## src/rtl/p_rom_loader_pkg.sv

```systemverilog
// Shared types and constants for the program-ROM loader.
package p_rom_loader_pkg;

  typedef enum logic [2:0] {
    S_IDLE,
    S_HDR,
    S_DATA,
    S_WRITE,
    S_CHK,
    S_DONE,
    S_ERROR
  } state_t;

  localparam int unsigned WORD_BYTES = 4;
  localparam int unsigned HDR_BYTES  = 2;
  localparam logic [31:0] ADDR_STEP  = 32'd4;

endpackage

```

## src/rtl/p_rom_loader_byte_assembler.sv

```systemverilog
// Collects four stream bytes LSB-first into a 32-bit instruction word.
module byte_assembler
  import p_rom_loader_pkg::*;
(
  input  logic        i_clk,
  input  logic        i_rst_n,
  input  logic        i_clear,
  input  logic        i_push,
  input  logic [7:0]  i_byte,
  output logic [31:0] o_word,
  output logic        o_word_done
);

  logic [1:0]  r_idx;
  logic [23:0] r_sr;

  // Only the three earlier bytes are stored; the completing byte is
  // combined on the fly so the loader can register the whole word at once.
  assign o_word      = {i_byte, r_sr};
  assign o_word_done = i_push && (r_idx == 2'(WORD_BYTES - 1));

  always_ff @(posedge i_clk) begin
    if (!i_rst_n || i_clear) begin
      r_idx <= '0;
      r_sr  <= '0;
    end else if (i_push) begin
      r_idx <= r_idx + 2'd1;
      r_sr  <= {i_byte, r_sr[23:8]};
    end
  end

endmodule

```

## src/rtl/p_rom_loader.sv

```systemverilog
// Program-ROM loader: length-prefixed byte stream to instruction memory writes.
// Optional trailing XOR checksum byte when P_ROM_LOADER_CHECKSUM_EN is defined.
module p_rom_loader
  import p_rom_loader_pkg::*;
#(
  parameter logic [31:0] BASE_ADDR = 32'h0000_0000,
  parameter int unsigned MAX_WORDS = 1024
) (
  input  logic        clk,
  input  logic        rst_n,
  input  logic        start,
  input  logic        byte_valid,
  input  logic [7:0]  byte_data,
  output logic        byte_ready,
  output logic        mem_we,
  output logic [31:0] mem_a,
  output logic [31:0] mem_wd,
  output logic        busy,
  output logic        done,
  output logic        error,
  output logic [15:0] word_count
);

  state_t      r_state;
  logic        r_byte_ready;
  logic        r_busy;
  logic        r_done;
  logic        r_error;
  logic        r_mem_we;
  logic [31:0] r_mem_a;
  logic [31:0] r_mem_wd;
  logic [15:0] r_word_count;
  logic [15:0] r_n;
  logic [7:0]  r_hdr_lo;
  logic        r_hdr_idx;
`ifdef P_ROM_LOADER_CHECKSUM_EN
  logic [7:0]  r_csum;
`endif

  logic        w_xfer;
  logic        w_idle_like;
  logic        w_clear;
  logic        w_push;
  logic        w_word_done;
  logic [31:0] w_word;
  logic [15:0] w_hdr_n;
  logic        w_hdr_bad;
  logic [15:0] w_cnt_next;

  assign w_xfer      = byte_valid && r_byte_ready;
  assign w_idle_like = (r_state == S_IDLE) || (r_state == S_DONE) || (r_state == S_ERROR);
  assign w_clear     = start && w_idle_like;
  assign w_push      = w_xfer && (r_state == S_DATA);
  assign w_hdr_n     = {byte_data, r_hdr_lo};
  assign w_hdr_bad   = (w_hdr_n == '0) || (32'(w_hdr_n) > MAX_WORDS);
  assign w_cnt_next  = r_word_count + 16'd1;

  byte_assembler u_asm (
    .i_clk       (clk),
    .i_rst_n     (rst_n),
    .i_clear     (w_clear),
    .i_push      (w_push),
    .i_byte      (byte_data),
    .o_word      (w_word),
    .o_word_done (w_word_done)
  );

  // Outputs are registered from the next-state decision so each one changes
  // on the same edge as the state it belongs to.
  always_ff @(posedge clk) begin
    if (!rst_n) begin
      r_state      <= S_IDLE;
      r_byte_ready <= 1'b0;
      r_busy       <= 1'b0;
      r_done       <= 1'b0;
      r_error      <= 1'b0;
      r_mem_we     <= 1'b0;
      r_mem_a      <= '0;
      r_mem_wd     <= '0;
      r_word_count <= '0;
      r_n          <= '0;
      r_hdr_lo     <= '0;
      r_hdr_idx    <= 1'b0;
`ifdef P_ROM_LOADER_CHECKSUM_EN
      r_csum       <= '0;
`endif
    end else begin
      case (r_state)
        S_IDLE, S_DONE, S_ERROR: begin
          if (start) begin
            r_state      <= S_HDR;
            r_byte_ready <= 1'b1;
            r_busy       <= 1'b1;
            r_done       <= 1'b0;
            r_error      <= 1'b0;
            r_word_count <= '0;
            r_hdr_idx    <= 1'b0;
`ifdef P_ROM_LOADER_CHECKSUM_EN
            r_csum       <= '0;
`endif
          end
        end
        S_HDR: begin
          if (w_xfer) begin
            if (r_hdr_idx == 1'(HDR_BYTES - 1)) begin
              r_n <= w_hdr_n;
              if (w_hdr_bad) begin
                r_state      <= S_ERROR;
                r_byte_ready <= 1'b0;
                r_busy       <= 1'b0;
                r_error      <= 1'b1;
              end else begin
                r_state <= S_DATA;
              end
            end else begin
              r_hdr_lo  <= byte_data;
              r_hdr_idx <= 1'b1;
            end
          end
        end
        S_DATA: begin
          if (w_xfer) begin
`ifdef P_ROM_LOADER_CHECKSUM_EN
            r_csum <= r_csum ^ byte_data;
`endif
            if (w_word_done) begin
              r_state      <= S_WRITE;
              r_byte_ready <= 1'b0;
              r_mem_we     <= 1'b1;
              r_mem_a      <= BASE_ADDR + 32'(r_word_count) * ADDR_STEP;
              r_mem_wd     <= w_word;
            end
          end
        end
        S_WRITE: begin
          r_mem_we     <= 1'b0;
          r_mem_a      <= '0;
          r_mem_wd     <= '0;
          r_word_count <= w_cnt_next;
          if (w_cnt_next < r_n) begin
            r_state      <= S_DATA;
            r_byte_ready <= 1'b1;
          end else begin
`ifdef P_ROM_LOADER_CHECKSUM_EN
            r_state      <= S_CHK;
            r_byte_ready <= 1'b1;
`else
            r_state      <= S_DONE;
            r_busy       <= 1'b0;
            r_done       <= 1'b1;
`endif
          end
        end
`ifdef P_ROM_LOADER_CHECKSUM_EN
        S_CHK: begin
          if (w_xfer) begin
            r_byte_ready <= 1'b0;
            r_busy       <= 1'b0;
            if (byte_data == r_csum) begin
              r_state <= S_DONE;
              r_done  <= 1'b1;
            end else begin
              r_state <= S_ERROR;
              r_error <= 1'b1;
            end
          end
        end
`endif
        default: r_state <= S_IDLE;
      endcase
    end
  end

  assign byte_ready = r_byte_ready;
  assign mem_we     = r_mem_we;
  assign mem_a      = r_mem_a;
  assign mem_wd     = r_mem_wd;
  assign busy       = r_busy;
  assign done       = r_done;
  assign error      = r_error;
  assign word_count = r_word_count;

endmodule

```

## config.mk

```make
export PLATFORM = sky130hd
export DESIGN_NAME = p_rom_loader
export DESIGN_NICKNAME = d
export VERILOG_FILES = /design/src/rtl/p_rom_loader_pkg.sv /design/src/rtl/p_rom_loader_byte_assembler.sv /design/src/rtl/p_rom_loader.sv
export SDC_FILE = /design/constraint.sdc
export NUM_CORES = 1
export LEC_CHECK = 0
export ABC_AREA = 0
export BUFFER_PORTS_ARGS = -buffer_cell sky130_fd_sc_hd__clkbuf_2
export CAP_MARGIN = 20
export CORE_MARGIN = 5
export CORE_UTILIZATION = 42
export CTS_BUF_LIST = sky130_fd_sc_hd__clkbuf_2 sky130_fd_sc_hd__clkbuf_4 sky130_fd_sc_hd__clkbuf_8
export CTS_CLUSTER_SIZE = 28
export DETAILED_ROUTE_END_ITERATION = 8
export SYNTH_ARGS = -nofsm -noshare
export SYNTH_HDL_FRONTEND = slang
export SYNTH_SLANG_ARGS = --single-unit
```

## constraint.sdc

```tcl
create_clock -name clk -period 3.1 [get_ports clk]
set_clock_uncertainty 0.1 [all_clocks]
set_input_delay 0.155 -clock clk [delete_from_list [all_inputs] [get_ports clk]]
set_output_delay 0.155 -clock clk [all_outputs]
set_load 0.05 [all_outputs]
```

==> metrics.txt, run 1 <==
status completed; first-pass GRT wire length 23.9 mm; unrepaired setup endpoints after global routing true; H-Tree Depth 4; hold path start start; Finished Layout Cells 941; Avg Cell Area, Syn 8.61 um^2; EDFF count, synth 0; Routed WL 14.2 mm; site row count 42; measured slew at the worst slew-check pin 0.575 ns; Max Root-Sink Buffers 2; critical path depth 11; Netlist Area Pre-Place 5760 um^2; final setup vio count 0; Critical path buffers and inverters 0; hold endpoint r_state[0]$_SDFFE_PN0P_; layout net count 782; clock root cell clkbuf_8; Async S/R FF share, synth 0; Vias/cell 5.12; hold path cells 4; fmax 0.325 GHz; Initial Util 0.431; HPWL after detailed placement 9.97 mm; Die H 127 um; vias in the first global route 4648; startpoint types register; CP max FO 4; min Tclk post-route 3.08 ns; drc violations 0; Reg clk slew, reported paths 0.07 ns; Finished Cell Area 6900 um^2; placed insts 898; Final Wtd Congestion 0.860; Tot Pwr 4.04 mW; Final Max Tran Viols 0; Hold Crit Class in -> reg; # port buffers 80; TritonCTS clock tree yes; Final Cycle Share 0.994; Max stage delay on crit path 0.53 ns; Max Cap Violations 0; top-area cell type share of the netlist area 0.428; Synth-to-Final Area Change 19.8%; reg2reg start word_count[0]$_SDFFE_PN0P_; crit path kind reg -> reg; Antenna Cells 0; top_reg_cell synth dfxtp_1; worst hold slack 0.120 ns; vias 4815; R2R cell count 11; R2R setup slack 0.02 ns; Seq/Total Area, Yosys 0.428; Arrival @ worst endpoint 3.29 ns; Worst setup EP type register; CP required 3.31 ns; die width 127 um; Final ANT Viol Nets 0; num ports 97; leading area contributor after synthesis dfxtp_1; Routed WL per cell 15.1 um; main area contributors after synthesis dfxtp_1 (43%), a21boi_0 (9.7%), nand2_1 (6.8%); reg2reg end byte_ready$_SDFFE_PN0P_; share of layout cells above drive strength 1 0.224; post-synthesis cell count 669; Total Die Area 16100 um^2; GRT Overall Usage 0.182; Ys Warns 0; total grt overflow 0; leakage power 2.79 nW; largest net degree at the start of global routing 51; Yosys cell types 55; First-pass DRT Iterations 4; Core Region 13300 um^2; PwrDens 585 nW/um^2; post-place instance area 6320 um^2; Final Hold Fails 0; DR iter-0 viols 323; Clk Latency, worst-skew pair 0.43 ns; Worst path top cell family by delay simple AND/OR/NAND/NOR gates; initial antenna violation count 0; FF+latch count, synth 123; worst path cell trace ha_4, nand3_2, or3_4, or2_4, xnor2_2, ha_1, nand4_1, nor3_2, or4b_4, a311oi_2, nor3b_1; critical path's slowest cell or4b_4; slew margin rel. 0.617; clk sinks 123; Worst VDD drop 0.276 mV; TritonCTS Buffers 17
## tightest hold or removal path: stages
cell      delay, ns
clkbuf_2       0.16
o211ai_1       0.09
o21ai_0        0.08
o31a_1         0.13
## metrics by stage
step	TNS, ns	setup WS, ns	util
final	0	0.0187	0.517
after detailed placement	-0.0720	-0.0227	0.473
after floorplan	0	0.00720	-
after global placement	0	0.00654	0.473
after CTS	-0.0758	-0.0212	0.515
after global routing	-0.287	-0.0770	0.517
## cells in the mapped netlist (4+ instances only)
cell,instances
dfxtp_1,123
nand2_1,105
a21boi_0,74
nand3_1,64
mux2i_1,34
nor2_1,32
inv_1,26
clkbuf_1,22
ha_1,17
buf_4,16
buf_2,14
a21oi_1,13
nor3_1,11
o21a_1,9
xnor2_1,9
nor2b_1,8
nand4_1,7
o21ai_0,7
xor2_1,6
and2_1,5
nor4_1,5
and3_1,4
buf_1,4
nor2_2,4
## flip-flops by register name, indices dropped and copies added, names as in the netlist, 2 cells and up
signal / cells
u_asm.r_idx: 2
r_hdr_lo: 8
mem_a: 16
word_count: 16
u_asm.r_sr: 24
r_state: 3
r_n: 16
mem_wd: 32
## layout by cell type (no fill, tap or decap), types with 5 or more instances in the layout
master	n
ha_1	16
o21ai_0	6
and2_1	5
buf_4	20
a21boi_0	74
dfxtp_1	112
conb_1	16
clkbuf_8	20
dlygate4sd3_1	8
nand3_1	62
nor4_1	5
a21oi_1	12
nand2_1	105
nor2b_1	8
xnor2_1	7
mux2i_1	34
nand4_1	7
inv_1	26
o21a_1	9
nor3_1	8
xor2_1	6
dfxtp_4	7
clkbuf_2	80
nor2_1	32
## worst max-delay path by stage
stage	start	to	slack [ns]
2_1_floorplan	word_count[2]$_SDFFE_PN0P_	byte_ready$_SDFFE_PN0P_	0.007
3_5_place_dp	word_count[1]$_SDFFE_PN0P_	byte_ready$_SDFFE_PN0P_	-0.02
6_report	word_count[0]$_SDFFE_PN0P_	byte_ready$_SDFFE_PN0P_	0.02
3_3_place_gp	word_count[1]$_SDFFE_PN0P_	byte_ready$_SDFFE_PN0P_	0.007
5_1_grt	word_count[0]$_SDFFE_PN0P_	byte_ready$_SDFFE_PN0P_	-0.08
4_1_cts	word_count[0]$_SDFFE_PN0P_	r_state[0]$_SDFFE_PN0P_	-0.02
## cells by family after synthesis
kind of cell / share of synthesized area
muxes: 0.0591
buffers and inverters: 0.0728
DFF: 0.428
other: 0.000651
adders and majority gates: 0.0369
AOI/OAI and AO/OA: 0.159
and+or+nand+nor: 0.221
xor gates and xnor gates: 0.0228
## metal layers
metal / share of wire / wire [um] / vias to the layer above / GRT usage
met1: 0.48 / 6860 / 2267 / 0.245
li1: - / - / 2430 / -
met4: 0.012 / 171 / 0 / 0.0606
met5: 0 / 0 / - / 0
met2: 0.45 / 6460 / 107 / 0.286
met3: 0.050 / 712 / 11 / 0.0472
## report_power, final
part           internal (mW)  total, mW  switching [mW]
Combinational          0.314      0.927           0.613
Sequential              1.64       1.70          0.0641
Clock                  0.783       1.41           0.627
Total                   2.74       4.04            1.30
## timing repair
action                                 4_1_cts  5_1_grt
setup endpoints to repair                    5        6
endpoints found under the hold margin       29        0
buffers inserted                             4        0
pin swaps                                   12       13
hold buffers                                 8        0
gates resized for setup                      8        9
## final cells by class
cell class | count | area [um^2]
Sequential cell | 123 | 2490
Fill cell | 1324 | 6450
Multi-Input combinational cell | 476 | 3050
Inverter | 26 | 97.6
Timing Repair Buffer | 109 | 642
Tap cell | 176 | 220
Clock inverter | 10 | 113
Clock buffer | 21 | 283
Note: power is estimated with default switching activity, not from simulation.
==> inputs of run 2 (changes only) <==
==> constraint.sdc (replaced) <==
create_clock -name clk -period 3.1 [get_ports clk]
set_clock_uncertainty 0.1 [all_clocks]
set_input_delay 0.31 -clock clk [delete_from_list [all_inputs] [get_ports clk]]
set_output_delay 0.31 -clock clk [all_outputs]
set_load 0.05 [all_outputs]
==> run 2 against run 1 <==
Global-route usage is 0.26 points lower. Power is 0.17% higher. Count of clock-buffer cells in the layout is 1 higher.
==> metrics.txt, run 2 (same netlist as run 1, synthesis figures left out) <==
final setup vio count 0; Worst setup EP type register; layout net count 783; die width 127 um; filler cell count 1292; status completed; Vias/cell 5.16; TritonCTS Buffers 17; crit path kind reg -> reg; leakage power 2.79 nW; GRT Overall Usage 0.180; share of layout cells above drive strength 1 0.237; commonest non-fill, non-tap cell in the layout dfxtp_1; Clk Latency, worst-skew pair 0.43 ns; startpoint types register; number of flip-flops in the largest register 32; Final ANT Viol Nets 0; most frequent cells in the layout dfxtp_1 (112), nand2_1 (105), clkbuf_2 (80); FF/Latch Area 2490 um^2; drc violations 0; Tot Pwr 4.05 mW; Final Wtd Congestion 0.866; Synth-to-Final Area Change 20.0%; H-Tree Depth 4; slack of the critical path 0.104 ns; Initial Util 0.431; largest net degree at the start of global routing 51; measured slew at the worst slew-check pin 0.593 ns; Reg clk slew, reported paths 0.07 ns; Die H 127 um; vias in the first global route 4650; fmax 0.334 GHz; Worst VDD drop 0.262 mV; Arrival @ worst endpoint 3.27 ns; DR iter-0 viols 283; unrepaired setup endpoints after global routing true; Routed WL 14.3 mm; TritonCTS clock tree yes; Routed WL per cell 15.1 um; Final Max Tran Viols 0; worst slack at placement -0.0178 ns; min Tclk post-route 3.00 ns; HPWL after detailed placement 10.1 mm; Post-CTS Hold Fix Bufs 0; Max Root-Sink Buffers 2; num ports 97; PwrDens 586 nW/um^2; Antenna Cells 0; # port buffers 80; clk sinks 123; Final Cycle Share 0.966; Hold Crit Class in -> reg; initial antenna violation count 0; Total Die Area 16100 um^2; total grt overflow 0; slew margin rel. 0.605; CP required 3.38 ns; multi-input logic area 3060 um^2; First-pass DRT Iterations 4; CP max FO 4; site row count 42; R2R setup slack 0.10 ns; first-pass GRT wire length 23.6 mm; Core Region 13300 um^2; Max Cap Violations 0; Final Hold Fails 0; clock root cell clkbuf_8; vias 4865
run 2: where the power goes:
group,switching (mW),internal [mW],total (mW),leakage (nW)
logic,0.611,0.306,0.917,1.59
clock network,0.632,0.795,1.43,0.206
registers,0.0631,1.64,1.70,1.00
total,1.31,2.74,4.05,2.79
run 2: worst paths after layout:
kind,start,endpoint,cells after the start
setup / recovery,word_count[0]$_SDFFE_PN0P_,r_state[0]$_SDFFE_PN0P_,11
hold / removal,byte_data[3],r_n[11]$_SDFFE_PN0P_,3
setup reg to reg,word_count[0]$_SDFFE_PN0P_,r_state[0]$_SDFFE_PN0P_,11
hold reg to reg,u_asm.r_sr[0]$_SDFFE_PP0P_,mem_wd[0]$_SDFFE_PN0P_,2
run 2: metrics by stage:
stage / hold slack, ns / cell area (um^2) / std cells / setup TNS (ns) / utilization
floorplan: 0.341 / 5880 / 684 / 0 / -
global placement: 0.347 / 6330 / 900 / 0 / 0.475
detailed placement: 0.361 / 6330 / 900 / -0.0544 / 0.475
CTS: 0.0434 / 6800 / 936 / 0 / 0.510
global route: 0.0696 / 6910 / 943 / -0.0740 / 0.517
finish: 0.0770 / 6910 / 943 / 0 / 0.517
run 2: final cells by class:
cell class / instances / share of cell area
inverters: 26 / 0.0147
well taps: 176 / 0.0319
multi-input cells: 476 / 0.443
repair buffers: 110 / 0.0906
clock buffers: 22 / 0.0420
clock inverters: 10 / 0.0168
flip-flops and latches: 123 / 0.361
run 2: critical path: stages (launching register included):
cell and delay, ns:
dfxtp_4 0.37, ha_4 0.15, nand3_4 0.06, or3_4 0.39
or2_4 0.25, xnor2_2 0.13, ha_1 0.30, nand4_1 0.12
nor3_2 0.16, or4b_4 0.52, a31oi_4 0.25, o31a_1 0.14
run 2: metal layers:
| layer | wire length [um] | global-route usage | vias to the layer above |
|---|---|---|---|
| met2 | 6380 | 0.282 | 118 |
| met3 | 738 | 0.0426 | 15 |
| li1 | - | - | 2439 |
| met1 | 6920 | 0.240 | 2293 |
| met5 | 0 | 0 | - |
| met4 | 222 | 0.0694 | 0 |
run 2: what timing repair did:
item                                    CTS  global route
pin swaps                                11             9
endpoints found under the setup margin    5             6
gates resized for setup                   6            12
setup buffers                             4             7
